--- config.mk ---
export PLATFORM = sky130hd
export DESIGN_NAME = mcast_rr_scheduler
export DESIGN_NICKNAME = d
export VERILOG_FILES = /design/src/rtl/packet_pkg.sv /design/src/rtl/rr_mask_alloc.sv /design/src/rtl/mcast_rr_scheduler.sv
export SDC_FILE = /design/constraint.sdc
export NUM_CORES = 1
export LEC_CHECK = 0
export BUFFER_PORTS_ARGS = -buffer_cell sky130_fd_sc_hd__clkbuf_2
export CORE_UTILIZATION = 33
export DETAILED_ROUTE_END_ITERATION = 8
export PLACE_DENSITY = 0.6
export SYNTH_ARGS = -nofsm -noshare
export SYNTH_HDL_FRONTEND = slang
export SYNTH_SLANG_ARGS = --single-unit
--- constraint.sdc ---
create_clock -name clk -period 6.9 [get_ports clk]
set_input_delay 1.38 -clock clk [delete_from_list [all_inputs] [get_ports clk]]
set_output_delay 1.38 -clock clk [all_outputs]
set_load 0.02 [all_outputs]
--- src/rtl/packet_pkg.sv ---
// Shared switch definitions: port count, word width, mask/select types and
// the rotating-pointer advance helper used by the crossbar scheduler.
package packet_pkg;

    localparam int ADDR_WIDTH = 4;
    localparam int DATA_WIDTH = 32;
    localparam int SEL_WIDTH  = $clog2(ADDR_WIDTH);

    typedef logic [ADDR_WIDTH-1:0] dst_mask_t;
    typedef logic [SEL_WIDTH-1:0]  sel_t;

    // New pointer = one past the first granted input in visit order from ptr.
    // With no grant the pointer holds, so a quiet cycle never shifts priority.
    function automatic sel_t ptr_after(sel_t ptr, dst_mask_t grant);
        sel_t nxt;
        logic found;
        int   idx;
        nxt   = ptr;
        found = 1'b0;
        for (int k = 0; k < ADDR_WIDTH; k++) begin
            idx = (int'(ptr) + k) % ADDR_WIDTH;
            if (!found && grant[idx]) begin
                nxt   = sel_t'((idx + 1) % ADDR_WIDTH);
                found = 1'b1;
            end
        end
        return nxt;
    endfunction

endpackage

--- src/rtl/rr_mask_alloc.sv ---
// Combinational greedy allocator. Walks the inputs from the priority pointer
// and grants every eligible head whose whole effective mask is still free.
// Heads with an empty effective mask are granted as flushes and raise drop.
module rr_mask_alloc
    import packet_pkg::*;
(
    input  logic [ADDR_WIDTH-1:0]                  eligible_i,
    input  logic [ADDR_WIDTH-1:0][ADDR_WIDTH-1:0]  eff_i,
    input  logic [SEL_WIDTH-1:0]                   ptr_i,
    output logic [ADDR_WIDTH-1:0]                  grant_o,
    output logic [ADDR_WIDTH-1:0][SEL_WIDTH-1:0]   sel_o,
    output logic [ADDR_WIDTH-1:0]                  active_o,
    output logic                                   drop_o
);

    logic [ADDR_WIDTH-1:0] claimed;
    int                    idx;

    // Greedy visit in pointer order; multicast is all-or-nothing.
    always_comb begin
        grant_o  = '0;
        sel_o    = '0;
        active_o = '0;
        drop_o   = 1'b0;
        claimed  = '0;
        idx      = 0;
        for (int k = 0; k < ADDR_WIDTH; k++) begin
            idx = (int'(ptr_i) + k) % ADDR_WIDTH;
            if (eligible_i[idx]) begin
                if (eff_i[idx] == '0) begin
                    grant_o[idx] = 1'b1;
                    drop_o       = 1'b1;
                end else if ((eff_i[idx] & claimed) == '0) begin
                    grant_o[idx] = 1'b1;
                    claimed      = claimed | eff_i[idx];
                    for (int j = 0; j < ADDR_WIDTH; j++) begin
                        if (eff_i[idx][j]) begin
                            sel_o[j]    = sel_t'(idx);
                            active_o[j] = 1'b1;
                        end
                    end
                end
            end
        end
    end

endmodule

--- src/rtl/mcast_rr_scheduler.sv ---
// 4-port crossbar scheduler. Arbitrates on this cycle's FIFO heads and
// presents pops, mux selects and output-active flags from flops next cycle,
// aligned with the show-ahead head word. A head popped this cycle is blacked
// out from the next arbitration because its request is still the stale one.
module mcast_rr_scheduler
    import packet_pkg::*;
#(
    parameter int NUM_PORTS = ADDR_WIDTH,
    parameter int SEL_W     = $clog2(NUM_PORTS)
) (
    input  logic                 clk,
    input  logic                 rst_n,
    input  logic [NUM_PORTS-1:0] port_reqs,
    input  logic [NUM_PORTS-1:0] port0_dst,
    input  logic [NUM_PORTS-1:0] port1_dst,
    input  logic [NUM_PORTS-1:0] port2_dst,
    input  logic [NUM_PORTS-1:0] port3_dst,
    input  logic [NUM_PORTS-1:0] out_enable,
    output logic [NUM_PORTS-1:0] grant_bus,
    output logic [SEL_W-1:0]     mux_sel0,
    output logic [SEL_W-1:0]     mux_sel1,
    output logic [SEL_W-1:0]     mux_sel2,
    output logic [SEL_W-1:0]     mux_sel3,
    output logic                 active0,
    output logic                 active1,
    output logic                 active2,
    output logic                 active3,
    output logic                 drop_err
);

    logic [NUM_PORTS-1:0]            grant_q, grant_d;
    logic [NUM_PORTS-1:0][SEL_W-1:0] sel_q, sel_d;
    logic [NUM_PORTS-1:0]            active_q, active_d;
    logic                            drop_q, drop_d;
    logic [SEL_W-1:0]                ptr_q, ptr_d;

    logic [NUM_PORTS-1:0]                eligible;
    logic [NUM_PORTS-1:0][NUM_PORTS-1:0] eff;
    logic [NUM_PORTS-1:0]                grant_c;
    logic [NUM_PORTS-1:0][SEL_W-1:0]     sel_c;
    logic [NUM_PORTS-1:0]                active_c;
    logic                                drop_c;

    // Eligibility excludes last cycle's pops; masks lose disabled outputs.
    always_comb begin
        eligible = port_reqs & ~grant_q;
        eff[0]   = port0_dst & out_enable;
        eff[1]   = port1_dst & out_enable;
        eff[2]   = port2_dst & out_enable;
        eff[3]   = port3_dst & out_enable;
    end

    rr_mask_alloc u_alloc (
        .eligible_i (eligible),
        .eff_i      (eff),
        .ptr_i      (ptr_q),
        .grant_o    (grant_c),
        .sel_o      (sel_c),
        .active_o   (active_c),
        .drop_o     (drop_c)
    );

    // Next-state: unclaimed outputs keep their last select.
    always_comb begin
        grant_d  = grant_c;
        active_d = active_c;
        drop_d   = drop_c;
        ptr_d    = ptr_after(ptr_q, grant_c);
        for (int j = 0; j < NUM_PORTS; j++) begin
            sel_d[j] = active_c[j] ? sel_c[j] : sel_q[j];
        end
    end

    // All outputs, the pointer and the blackout (grant_q) update together.
    always_ff @(posedge clk or negedge rst_n) begin
        if (!rst_n) begin
            grant_q  <= '0;
            sel_q    <= '0;
            active_q <= '0;
            drop_q   <= 1'b0;
            ptr_q    <= '0;
        end else begin
            grant_q  <= grant_d;
            sel_q    <= sel_d;
            active_q <= active_d;
            drop_q   <= drop_d;
            ptr_q    <= ptr_d;
        end
    end

    assign grant_bus = grant_q;
    assign mux_sel0  = sel_q[0];
    assign mux_sel1  = sel_q[1];
    assign mux_sel2  = sel_q[2];
    assign mux_sel3  = sel_q[3];
    assign active0   = active_q[0];
    assign active1   = active_q[1];
    assign active2   = active_q[2];
    assign active3   = active_q[3];
    assign drop_err  = drop_q;

endmodule

==> results of run 1 <==
synth_stat cells (all sizes together) (6+ instances only):
cell type  count  area (um^2)
nand2         40          150
dfrtp         19          475
mux2i         18          184
nand2b        17          106
o21ai         17         85.1
o22ai         16          100
nor2          14         52.6
a211oi        12         95.1
ha             8          100
a21oi          7         35.0
buf            7         56.3
inv            7         26.3
a22oi          6         45.0
clkbuf         6         22.5
worst register-to-register path, cell delays in order, from the launching register on:
cell	delay, ns
dfrtp_1	0.84
clkinv_1	0.51
ha_1	0.83
nand2_1	0.16
o22ai_1	0.49
a221oi_1	0.20
o311a_4	0.49
a2111oi_4	0.73
a221o_1	0.48
mux4_2	0.34
a21oi_1	0.08
o311a_1	0.29
path summary, 6_finish.rpt:
kind	depth (start not counted)	start	slack (ns)	to
worst min register to register	1	mux_sel1[1]	0.52	mux_sel1[1]
min in group asynchronous	1	rst_n	1.07	grant_bus[0]
worst max register to register	11	ptr_q[1]	1.35	ptr_q[0]
worst max-delay path	11	ptr_q[1]	1.35	ptr_q[0]
max in group asynchronous	1	rst_n	5.47	mux_sel1[0]
worst min-delay path	1	mux_sel1[1]	0.52	mux_sel1[1]
layer usage:
metal	track usage	vias up
met5	0	-
met4	0.102	0
met3	0.0318	25
met2	0.359	91
met1	0.251	1171
li1	-	1145
final cells by class:
class                           count  area (um^2)  share of cell area
Tap cell                           80          100              0.0387
Sequential cell                    19          475               0.184
Clock inverter                      1         5.00             0.00194
Clock buffer                        3         41.3              0.0160
Multi-Input combinational cell    240         1720               0.664
Timing Repair Buffer               43          218              0.0842
Inverter                            8         30.0              0.0116
flip-flops by register name, summed over array words and instances, names as in the netlist:
| name | flops |
|---|---|
| grant_bus | 4 |
| mux_sel3 | 2 |
| drop_err | 1 |
| ptr_q | 2 |
| mux_sel0 | 2 |
| mux_sel1 | 2 |
| mux_sel2 | 2 |
| active_q | 4 |
kinds of logic after synthesis:
| family | after synthesis | synth area share |
|---|---|---|
| adders and majority gates | 8 | 0.0435 |
| DFF | 19 | 0.207 |
| AOI/OAI and AO/OA | 95 | 0.324 |
| and+or+nand+nor | 112 | 0.255 |
| muxes | 25 | 0.124 |
| buffers and inverters | 21 | 0.0473 |
stage by stage:
| step | hold slack [ns] | setup slack (ns) |
|---|---|---|
| after floorplan | 0.629 | 2.50 |
| after global placement | 0.504 | 1.64 |
| after detailed placement | 0.509 | 1.49 |
| after CTS | 0.528 | 1.45 |
| after global routing | 0.540 | 0.861 |
| final | 0.523 | 1.35 |
==> metrics, run 1 <==
run status=finished clean; Max Freq=180 MHz; clk buf depth=2; Setup Crit Path Kind=flip-flop to flip-flop; Seq/Total Area, Yosys=0.207; Setup TNS=0 ns; H-tree levels=1; area of the core=0.00676 mm^2; Pins Over Slew Limit=0; Placer Congestion=0.940; cts bufs inserted=3; initial antenna violation count=0; DR vias=2432; io pins=43; uppermost layer routed=met4; final instance area=0.00259 mm^2; Max-Slew Margin vs Limit=0.481; Tmin final=5.55 ns; post-detail-place hpwl=5540 um; Hold Buf Count CTS=0; MaxCap Viol Count=0; commonest non-fill, non-tap cell in the layout=clkbuf_2; register bit count reported by yosys=19; Placed Instance Area=0.00254 mm^2; Via density=6.17; port buffer count=42; ANT cells=0; Post-synth EDFFs=0; row count=30; crit-path cells=clkinv_1, ha_1, nand2_1, o22ai_1, a221oi_1, o311a_4, a2111oi_4, a221o_1, mux4_2, a21oi_1, o311a_1; Clk Latency, worst-skew pair=0.27 ns; DR DRC count=0; CP Max Fanout=24; post-synth cell types=56; delay-heaviest family, CP=compound AO/OA/AOI/OAI gates; wire length per cell=18.2 um; Starting Density=0.341; Final nets=~350; clock transition at the registers of the reported paths=0.09 ns; CTS tree=yes; Mapped Nets=314; startpoint types=flip-flop; largest net degree at the start of global routing=40; CP required=~7.1 ns; Die ar.=0.00731 mm^2; Yosys warnings=0; Mapped Cells=between 200 and 300; Die Wd=around 86 um; Setup Buffers After CTS=0; fin cells=394; gr usage total=0.208; post-synthesis cell area=0.00230 mm^2; HP Class=flip-flop to flip-flop; final core occ=0.383; critical path endpoint category=flip-flop; Buf/Inv on CP=1; WL met3=362 um; slowest stage delay, CP=~0.84 ns; met2 wire len=3540 um; most frequent cells in the layout=42 x clkbuf_2, 40 x nand2_1, 19 x dfrtp_1, 17 x mux2i_1, 17 x nand2b_1; WL met1=just under 3000 um; clock skew=0.00830 ns; async set or reset register ratio after synthesis=1.00; GR Overflow Total=0; first-pass GRT wire length=12000 um; Area growth syn-to-layout=12.4%; initial drt markers=134; post-route clock period utilization=0.804; slowest CP cell=dfrtp_1; WP data arrival=around 5.7 ns; Clock Tree Root=clkbuf_8; slew of the pin with the lowest slew margin=0.772 ns; Synth Flop Type=dfrtp_1; Cells after DPL=390; DIE HEIGHT=85.5 um; RSZ-0062 raised after global routing=false; router iterations before antenna repair=4; final hold vios=0; post-route ant nets=0; total wire length=just over 7000 um; ratio of cells with drive above 1 in the final layout=0.213; post-CTS resize count=0; setup violators final=0; CTS sink cnt=19; vias in the first global route=around 2400; FILL cells=700; syn_area_per_cell=roughly 8 um^2
Power of run 1 is not shown: default switching activity piles up to over one toggle a cycle in this logic, so the estimate is an artifact.
==> run 2: changes to the inputs <==
- clock period: 6.9 -> 5.6 ns (I/O delays scaled with it)
==> run 2 against run 1 <==
Against the previous run: setup slack got worse by 0.46 ns; critical path depth is 2 higher; highest routed layer unchanged; core utilization rose by 0.67 points.
==> metrics, run 2 (synthesis gave the netlist of run 1 again) <==
Setup TNS=0 ns; vias in the first global route=2258; wire length per cell=17.3 um; Die ar.=0.00731 mm^2; register area=475 um^2; GR Overflow Total=0; setup violators final=0; Final nets=355; Max Freq=212 MHz; CP required=about 5.7 ns; final hold vios=0; initial drt markers=186; DIE HEIGHT=85.5 um; slew of the pin with the lowest slew margin=0.690 ns; Setup Crit Path Kind=flip-flop to flip-flop; DR DRC count=0; post-route ant nets=0; ratio of cells with drive above 1 in the final layout=0.228; clock transition at the registers of the reported paths=0.08 ns; Area growth syn-to-layout=14.4%; FILL cells=694; worst slack, placed=roughly 0.96 ns; multi-input logic area=around 0.0017 mm^2; Clock Tree Root=clkbuf_8; MaxCap Viol Count=0; CTS tree=yes; Hold Buf Count CTS=0; total wire length=around 7000 um; Pins Over Slew Limit=0; critical path endpoint category=flip-flop; WP data arrival=4.85 ns; Tmin final=4.71 ns; Clk Latency, worst-skew pair=between 0.2 and 0.3 ns; area of the core=0.00676 mm^2; io pins=43; DR vias=about 2400; Top cell by count, worst path=inv_1; clk buf depth=2; Setup Buffers After CTS=0; run status=finished clean; ANT cells=0; Final WS setup=0.886 ns; slowest stage delay, CP=about 0.7 ns; post-CTS resize count=0; post-route clock period utilization=0.842; startpoint types=flip-flop; post-detail-place hpwl=5320 um; CP Max Fanout=20; Worst Reg-to-Reg Cells=13; row count=30; clock skew=0.00509 ns; Cells on Worst Hold Path=1; first-pass GRT wire length=between 10000 and 15000 um; Max-Slew Margin vs Limit=0.535; RSZ-0062 raised after global routing=false; CTS sink cnt=19; crit-path cells=inv_1, ha_1, nand2_1, o22ai_1, inv_1, o2111ai_4, nor2_1, a22o_1, a221o_1, mux4_2, nor3b_2, a211oi_2, a31oi_1; Placer Congestion=about 0.94; largest net degree at the start of global routing=40; port buffer count=42; H-tree levels=1; slowest CP cell=ha_1; Starting Density=0.341; gr usage total=0.195; HP Class=flip-flop to flip-flop; router iterations before antenna repair=4; worst hold slack=0.526 ns; Die Wd=85.5 um; Via density=around 6.0; initial antenna violation count=0; commonest non-fill, non-tap cell in the layout=clkbuf_2; most frequent cells in the layout=42 x clkbuf_2, 40 x nand2_1, 19 x dfrtp_1, 17 x mux2i_1, 17 x nand2b_1; cts bufs inserted=3
[run 2: changes by cell type in the layout (fill, tap and decap cells not counted)]
| cell | before | now |
|---|---|---|
| buf_4 | 1 | 7 |
[run 2: worst paths after layout]
| kind | from | endpoint | slack (ns) |
|---|---|---|---|
| hold / removal | mux_sel1[1] | mux_sel1[1] | 0.53 |
| setup reg to reg | ptr_q[0] | ptr_q[1] | 0.89 |
| hold reg to reg | mux_sel1[1] | mux_sel1[1] | 0.53 |
| min in group asynchronous | rst_n | grant_bus[0] | 0.82 |
| setup / recovery | ptr_q[0] | ptr_q[1] | 0.89 |
| max in group asynchronous | rst_n | mux_sel1[0] | 4.43 |
[run 2: critical path: cells and delay by family, from the launching register on]
kind / cells / cell delay (ns)
compound gates: 6 / 1.82
flops: 1 / 0.38
fa+ha+maj: 1 / 0.69
buf+inv: 2 / 0.54
simple gates: 3 / 0.59
mux: 1 / 0.55
[run 2: layer usage]
metal | part of all wire | global-route usage
met1 | 0.42 | 0.252
met2 | 0.50 | 0.346
met3 | 0.059 | 0.0318
met4 | 0.016 | 0.0318
met5 | 0 | 0
[run 2: layout make-up]
cell class / count / share of cell area
inverters: 8 / 0.0114
repair buffers: 49 / 0.0999
flip-flops and latches: 19 / 0.181
clock inverters: 1 / 0.00190
multi-input cells: 240 / 0.652
well taps: 80 / 0.0380
clock buffers: 3 / 0.0157
[run 2: through the flow]
stage | std cells | utilization | area (um^2)
global route | 400 | 0.389 | 2630
finish | 400 | 0.389 | 2630
floorplan | 280 | - | 2300
CTS | 400 | 0.389 | 2630
detailed placement | 396 | 0.383 | 2580
global placement | 396 | 0.383 | 2580
Power of run 2 is left out for the same reason.
